**src/rtl/add_sequencer.sv**
```systemverilog
// add_sequencer: two-requester round-robin sequencer (req/addrs in, ack/busy/gnt out) driving shared memory (addr/rd/wr/data) and 4-bit adder (a/b/start in, sum/cout back)
module add_sequencer #(
  parameter int ADDR_W = 4,
  parameter int DATA_W = 4
) (
  input  logic              clk,
  input  logic              rst_n,
  input  logic [1:0]        req_i,
  input  logic [ADDR_W-1:0] src_a0_i,
  input  logic [ADDR_W-1:0] src_b0_i,
  input  logic [ADDR_W-1:0] dst0_i,
  input  logic [ADDR_W-1:0] src_a1_i,
  input  logic [ADDR_W-1:0] src_b1_i,
  input  logic [ADDR_W-1:0] dst1_i,
  output logic [1:0]        ack_o,
  output logic              busy_o,
  output logic              gnt_id_o,
  output logic              carry_flag_o,
  output logic [ADDR_W-1:0] mem_addr_o,
  output logic              mem_rd_en_o,
  input  logic [DATA_W-1:0] mem_rdata_i,
  output logic              mem_wr_en_o,
  output logic [DATA_W-1:0] mem_wdata_o,
  output logic [DATA_W-1:0] add_a_o,
  output logic [DATA_W-1:0] add_b_o,
  output logic              add_start_o,
  input  logic [DATA_W-1:0] add_sum_i,
  input  logic              add_cout_i
);
  typedef enum logic [2:0] {IDLE, READ_A, READ_B, CAPT_B, ADD, WRITE, DONE} state_t;
  state_t state_q;
  logic [ADDR_W-1:0] a_q, b_q, d_q, addr_q;
  logic [DATA_W-1:0] op_a_q, op_b_q, sum_q;
  logic [1:0] ack_q;
  logic gnt_q, last_q, carry_q, rd_q, wr_q, start_q, g;
  assign g = &req_i ? ~last_q : req_i[1];
  assign ack_o = ack_q;
  assign busy_o = state_q != IDLE;
  assign gnt_id_o = gnt_q;
  assign carry_flag_o = carry_q;
  assign mem_addr_o = addr_q;
  assign mem_rd_en_o = rd_q;
  assign mem_wr_en_o = wr_q;
  assign mem_wdata_o = sum_q;
  assign add_a_o = op_a_q;
  assign add_b_o = op_b_q;
  assign add_start_o = start_q;
  always_ff @(posedge clk or negedge rst_n) begin
    if (!rst_n) begin
      state_q <= IDLE;
      a_q <= '0;
      b_q <= '0;
      d_q <= '0;
      addr_q <= '0;
      op_a_q <= '0;
      op_b_q <= '0;
      sum_q <= '0;
      ack_q <= '0;
      gnt_q <= 1'b0;
      last_q <= 1'b1;
      carry_q <= 1'b0;
      rd_q <= 1'b0;
      wr_q <= 1'b0;
      start_q <= 1'b0;
    end else begin
      addr_q <= '0;
      rd_q <= 1'b0;
      wr_q <= 1'b0;
      start_q <= 1'b0;
      ack_q <= '0;
      case (state_q)
        IDLE: if (|req_i) begin
          gnt_q <= g;
          a_q <= g ? src_a1_i : src_a0_i;
          b_q <= g ? src_b1_i : src_b0_i;
          d_q <= g ? dst1_i : dst0_i;
          addr_q <= g ? src_a1_i : src_a0_i;
          rd_q <= 1'b1;
          state_q <= READ_A;
        end
        READ_A: begin
          addr_q <= b_q;
          rd_q <= 1'b1;
          state_q <= READ_B;
        end
        READ_B: begin
          op_a_q <= mem_rdata_i;
          state_q <= CAPT_B;
        end
        CAPT_B: begin
          op_b_q <= mem_rdata_i;
          start_q <= 1'b1;
          state_q <= ADD;
        end
        ADD: begin
          sum_q <= add_sum_i;
          carry_q <= add_cout_i;
          addr_q <= d_q;
          wr_q <= 1'b1;
          state_q <= WRITE;
        end
        WRITE: begin
          ack_q <= gnt_q ? 2'b10 : 2'b01;
          state_q <= DONE;
        end
        DONE: begin
          last_q <= gnt_q;
          state_q <= IDLE;
        end
        default: state_q <= IDLE;
      endcase
    end
  end
endmodule

```
**config.mk**
```make
export PLATFORM = sky130hd
export DESIGN_NAME = add_sequencer
export DESIGN_NICKNAME = d
export VERILOG_FILES = /design/src/rtl/add_sequencer.sv
export SDC_FILE = /design/constraint.sdc
export NUM_CORES = 1
export LEC_CHECK = 0
export ABC_AREA = 1
export CAP_MARGIN = 20
export CORE_MARGIN = 2
export CORE_UTILIZATION = 44
export CTS_BUF_LIST = sky130_fd_sc_hd__clkbuf_4 sky130_fd_sc_hd__clkbuf_8 sky130_fd_sc_hd__clkbuf_16
export DETAILED_ROUTE_END_ITERATION = 7
export GPL_ROUTABILITY_DRIVEN = 0
export PLACE_DENSITY = 0.8
export SLEW_MARGIN = 10
export SYNTH_ARGS = -nofsm -noshare
export SYNTH_HDL_FRONTEND = slang
export SYNTH_SLANG_ARGS = --single-unit
export TNS_END_PERCENT = 5
```
**constraint.sdc**
```tcl
create_clock -name clk -period 1.3 [get_ports clk]
set_input_delay 0.195 -clock clk [delete_from_list [all_inputs] [get_ports clk]]
set_output_delay 0.195 -clock clk [all_outputs]
set_load 0.01 [all_outputs]
```
Word-level counts from Yosys, hierarchy flattened
Index checks and enable logic that the tools add are counted.
Widths: inputs -> output; s select.
- equality and inequality tests: 7
- reductions and logical operators: 5
- muxes and demuxes: 14
- bitwise operators: 1
- operators by type and width (kind ; number):
    $pmux 3 s6 ; 1
    $mux 4 ; 4
    $pmux 4 s3 ; 1
    $eq 3x3->1 const B ; 3
    $eq 3x2->1 const B ; 2
    $mux 1 ; 4
    $mux 2 ; 2
    $reduce_and 2->1 ; 2
    $eq 3x1->1 const B ; 1
    $logic_not 3->1 ; 1
    $mux 3 ; 1
    $reduce_bool 3->1 ; 1
    $ne 2x2->1 const B ; 1
    $pmux 1 s2 ; 1
    $reduce_or 2->1 ; 1
    $not 1->1 ; 1
- output and inout port bits: 24
- register bits after elaboration: 35
- word-level logic and storage cells: 41
- input port bits: 37

Logic depth before layout (Yosys ltp)
- depth in word-level cells: 5
- gate-level depth with buffers: 7

Least setup slack after synthesis
No wires, ideal clock.
- kind: register -> register
- start point: register last_q
- end point: register addr_q[0] (netlist: mem_addr_o[0])
- setup time: 0.117 ns
- required time: 1.183 ns
- clock period less this slack: 1.154 ns
- stages on the path, launching flop included: 7
- slack: 0.146 ns
- buffers on the path: 1
- data arrival time: 1.037 ns
- path through: dfstp_2 > nand2_1 > nand2_1 > buf_2 > nand2_1 > nand3_1 > nand2_1
- word-level cells in the longest chain between the ends: 5
- ends and longest elaborated chain (item ; RTL line ; text):
    from (decl) ; 35 ; logic gnt_q, last_q, carry_q, rd_q, wr_q, start_q, g;
    from (signal assigned) ; 107 ; last_q <= gnt_q;
    $not 1->1 ; 36 ; assign g = &req_i ? ~last_q : req_i[1];
    $mux 1 ; 36 ;
    $mux 4 ; 77 ; addr_q <= g ? src_a1_i : src_a0_i;
    $mux 4 ; 72 ; IDLE: if (|req_i) begin
    $pmux 4 s3 ; 71 ; case (state_q)
    to (signal assigned) ; 77 ;
    to (signal assigned) ; 82 ; addr_q <= b_q;
    to (signal assigned) ; 98 ; addr_q <= d_q;
    to (decl) ; 32 ; logic [ADDR_W-1:0] a_q, b_q, d_q, addr_q;
Every way passes these cells.
A chain may end at the register's enable or synchronous reset.

Worst setup path after layout
- start point: register state_q[1]
- end point: output port busy_o
- word-level cells in the longest chain between the ends: 1
- ends and longest elaborated chain (item ; RTL line ; text):
    from (decl) ; 31 ; state_t state_q;
    from (signal assigned) ; 50 ; state_q <= IDLE;
    from (signal assigned) ; 79 ; state_q <= READ_A;
    from (signal assigned) ; 84 ; state_q <= READ_B;
    $reduce_bool 3->1 ; 38 ; assign busy_o = state_q != IDLE;
    to (decl) ; 16 ; output logic busy_o,
Every way passes these cells.

==> summary.txt <==
Floorplanning
  – Die height: 64.7 um
  – Die Wd: 64.7 um
  – Starting density of the core: 45.0%
  – FP Rows: 22
  – Die ar.: 4190 sq um
  – # IOs: 61
  – Core area: 3610 sq um

Critical path
  – Worst Reg-to-Reg Cells: 5
  – CP required: 1110 ps
  – Startpoint Class: flop
  – Critical path arrival: 1050 ps
  – Max FO, Critical Path: 3
  – Worst setup path class: flop to output port
  – Crit end category: output port

Finish
  – Non-filler cells, final: 312
  – Fin nets: 300
  – Share of cells above drive strength 1: 12.5%
  – Filler instances: 304
  – Area Growth Syn to Fin: 46.1%
  – Antenna Diode Count: 0

Route
  – DR vias: 1,441
  – Via/cell ratio: 4.62
  – WL/cell: 10.8 um
  – Initial drt markers: 51
  – DRT Wirelength: 3.37 mm
  – Antenna-violating nets left: 0
  – # DRC: 0
  – Router iterations before antenna repair: 4

Synth
  – Async SR Flop Fraction: 100%
  – Count leader, synth: nand2_1
  – Cell variety after synth: 20
  – Flop and latch count out of synthesis: 35
  – EDFF count, synth: 0
  – Post-synth top area share: 52.4%
  – Syn Nets: 230
  – Mapped Area: 1620 sq um
  – Top cells by count, synth: nand2_1, dfrtp_1, nand3_1, inv_1, o21ai_0
  – Mapped Cells: 193
  – Predominant post-synthesis flop cell: dfrtp_1
  – Synth Area per Inst: 8.41 sq um
  – Register area share after synthesis: 54.0%
  – Top cells by area, synth: dfrtp_1, nand2_1, nand3_1, inv_1, o21ai_0
  – Yosys warnings: 0
  – Area leader, netlist: dfrtp_1

Pwr
  – Maximum VDD drop: 0.000919 V
  – Pwr/cell area: 1980 nW/um^2
  – LEAKAGE: 1.27 nW

Timing
  – Final hold viol count: 0
  – Final setup margin: 50.2 ps
  – Clock skew: 4.13 ps
  – Final Cycle Share: 96.1%
  – Slew @ Worst Pin: 398 ps
  – Max-slew violation count: 0
  – FMAX: 800 MHz
  – Unrepaired setup endpoints after global routing: true
  – Setup-failing EPs final: 0
  – Crit path time final: 1250 ps
  – Slew HR: 73.5%

Clocking
  – Root cell of the clock tree: clkbuf_8
  – Clk buf depth: 2
  – Worst-Skew Late Latency: 280 ps
  – H-tree levels: 2
  – Num Clock Sinks: 35
  – CTS tree: yes
  – Worst-path clk slew: 70 ps
  – CTS buffer count: 5

Placed design
  – Final HPWL DP: 2.66 mm
  – Input/output buffers: 60
  – DP Worst Slack: -96.1 ps
  – Placed Cells: 302

Global route
  – Gr ovfl total: 0
  – First-pass GRT wire length: 5.79 mm
  – Vias in the first global route: 1,365
  – Largest net degree at the start of global routing: 20
  – Initial antenna violation count: 0
  – GRT Total Usage: 18.2%

Worst hold path
  – HP Class: input port to async pin

Run
  – Max-cap violations: 0

Run status
  – Outcome: finished clean
-- power by group --
| group | leakage [nW] | switching [mW] | internal, mW | total [mW] |
|---|---|---|---|---|
| Clock | 0.0491 | 0.353 | 0.417 | 0.770 |
| Combinational | 0.786 | 1.17 | 0.917 | 2.08 |
| Sequential | 0.438 | 0.253 | 1.58 | 1.83 |
| Total | 1.27 | 1.77 | 2.92 | 4.69 |
-- routing by layer --
metal	track usage (%)	up-vias	part of all wire, %
met5	0	-	0
met4	8.51	0	2.8
li1	-	740	-
met3	5.56	9	6.4
met2	32.0	54	49
met1	19.9	638	42
-- sequential cells by signal, summed over array words and instances, names as in the netlist --
signal and count:
add_b_o 4, last_q 1, mem_rd_en_o 1, mem_wr_en_o 1
mem_addr_o 4, d_q 4, gnt_id_o 1, ack_o 2
b_q 4, add_start_o 1, mem_wdata_o 4, carry_flag_o 1
add_a_o 4, state_q 3
-- per-stage QoR --
stage	hold slack (ps)	power, mW	util, %	area, sq um	setup TNS [ps]
after global placement	133	4.08	63.7	2300	-191
after global routing	391	5.08	65.8	2370	-14.7
final	367	4.69	65.8	2370	0
after floorplan	-101	3.13	-	1620	0
after CTS	362	4.74	65.8	2370	0
after detailed placement	136	4.16	63.7	2300	-556
-- final timing paths --
| path | from | end | slack (ps) |
|---|---|---|---|
| setup reg to reg | state_q[1]$_DFFE_PN0P_ | d_q[2]$_DFFE_PN0P_ | 80 |
| min in group clk | add_sum_i[3] | mem_wdata_o[3]$_DFFE_PN0N_ | 450 |
| setup / recovery | state_q[1]$_DFFE_PN0P_ | busy_o | 50 |
| hold / removal | rst_n | ack_o[1]$_DFF_PN0_ | 370 |
| hold reg to reg | mem_wdata_o[1]$_DFFE_PN0N_ | mem_wdata_o[1]$_DFFE_PN0N_ | 470 |
| max in group asynchronous | rst_n | last_q$_DFFE_PN1N_ | 430 |
-- critical path, stage by stage, from the launching register on --
cell and delay (ps):
dfrtp_2 450, nor2_8 130, nand2_4 60, buf_2 140
-- cells in the final DEF, fill, tap and decap left out --
cell / instances
a21oi_1: 1
buf_4: 9
nand3b_1: 4
buf_12: 1
nand3_2: 3
buf_2: 2
nand2_4: 1
inv_2: 3
clkbuf_8: 5
clkinv_2: 1
clkbuf_4: 2
nand3_1: 21
nor3_1: 2
dlygate4sd2_1: 23
clkdlybuf4s50_1: 35
nor2_8: 1
o21ai_1: 5
nor2_4: 2
nor2_1: 1
nand2_2: 1
dfrtp_2: 1
dfrtp_1: 33
o21ai_0: 8
nand2_1: 80
inv_1: 17
dfstp_2: 1
dlygate4sd3_1: 1
-- logic make-up after synthesis --
| kind of cell | after synthesis | share of synthesized area, % |
|---|---|---|
| compound gates | 14 | 4.32 |
| buf+inv | 28 | 8.40 |
| flops | 35 | 54.0 |
| simple gates | 116 | 33.2 |
-- area by class of cell --
cell class / instances / area [sq um] / area share (%)
multi-input combinational: 130 / 609 / 25.7
tap: 48 / 60.1 / 2.53
inverter: 20 / 75.1 / 3.17
sequential: 35 / 878 / 37.0
timing repair buffer: 71 / 659 / 27.8
clock inverter: 1 / 5.00 / 0.211
clock buffer: 7 / 83.8 / 3.54
-- repair_timing --
action / 4_1_cts / 5_1_grt
setup buffers: 1 / 0
setup endpoints to repair: 24 / 3
hold endpoints to repair: 16 / 0
gates resized for setup: 28 / 1
hold buffers: 1 / 0
Note: power is estimated with default switching activity, not from simulation.
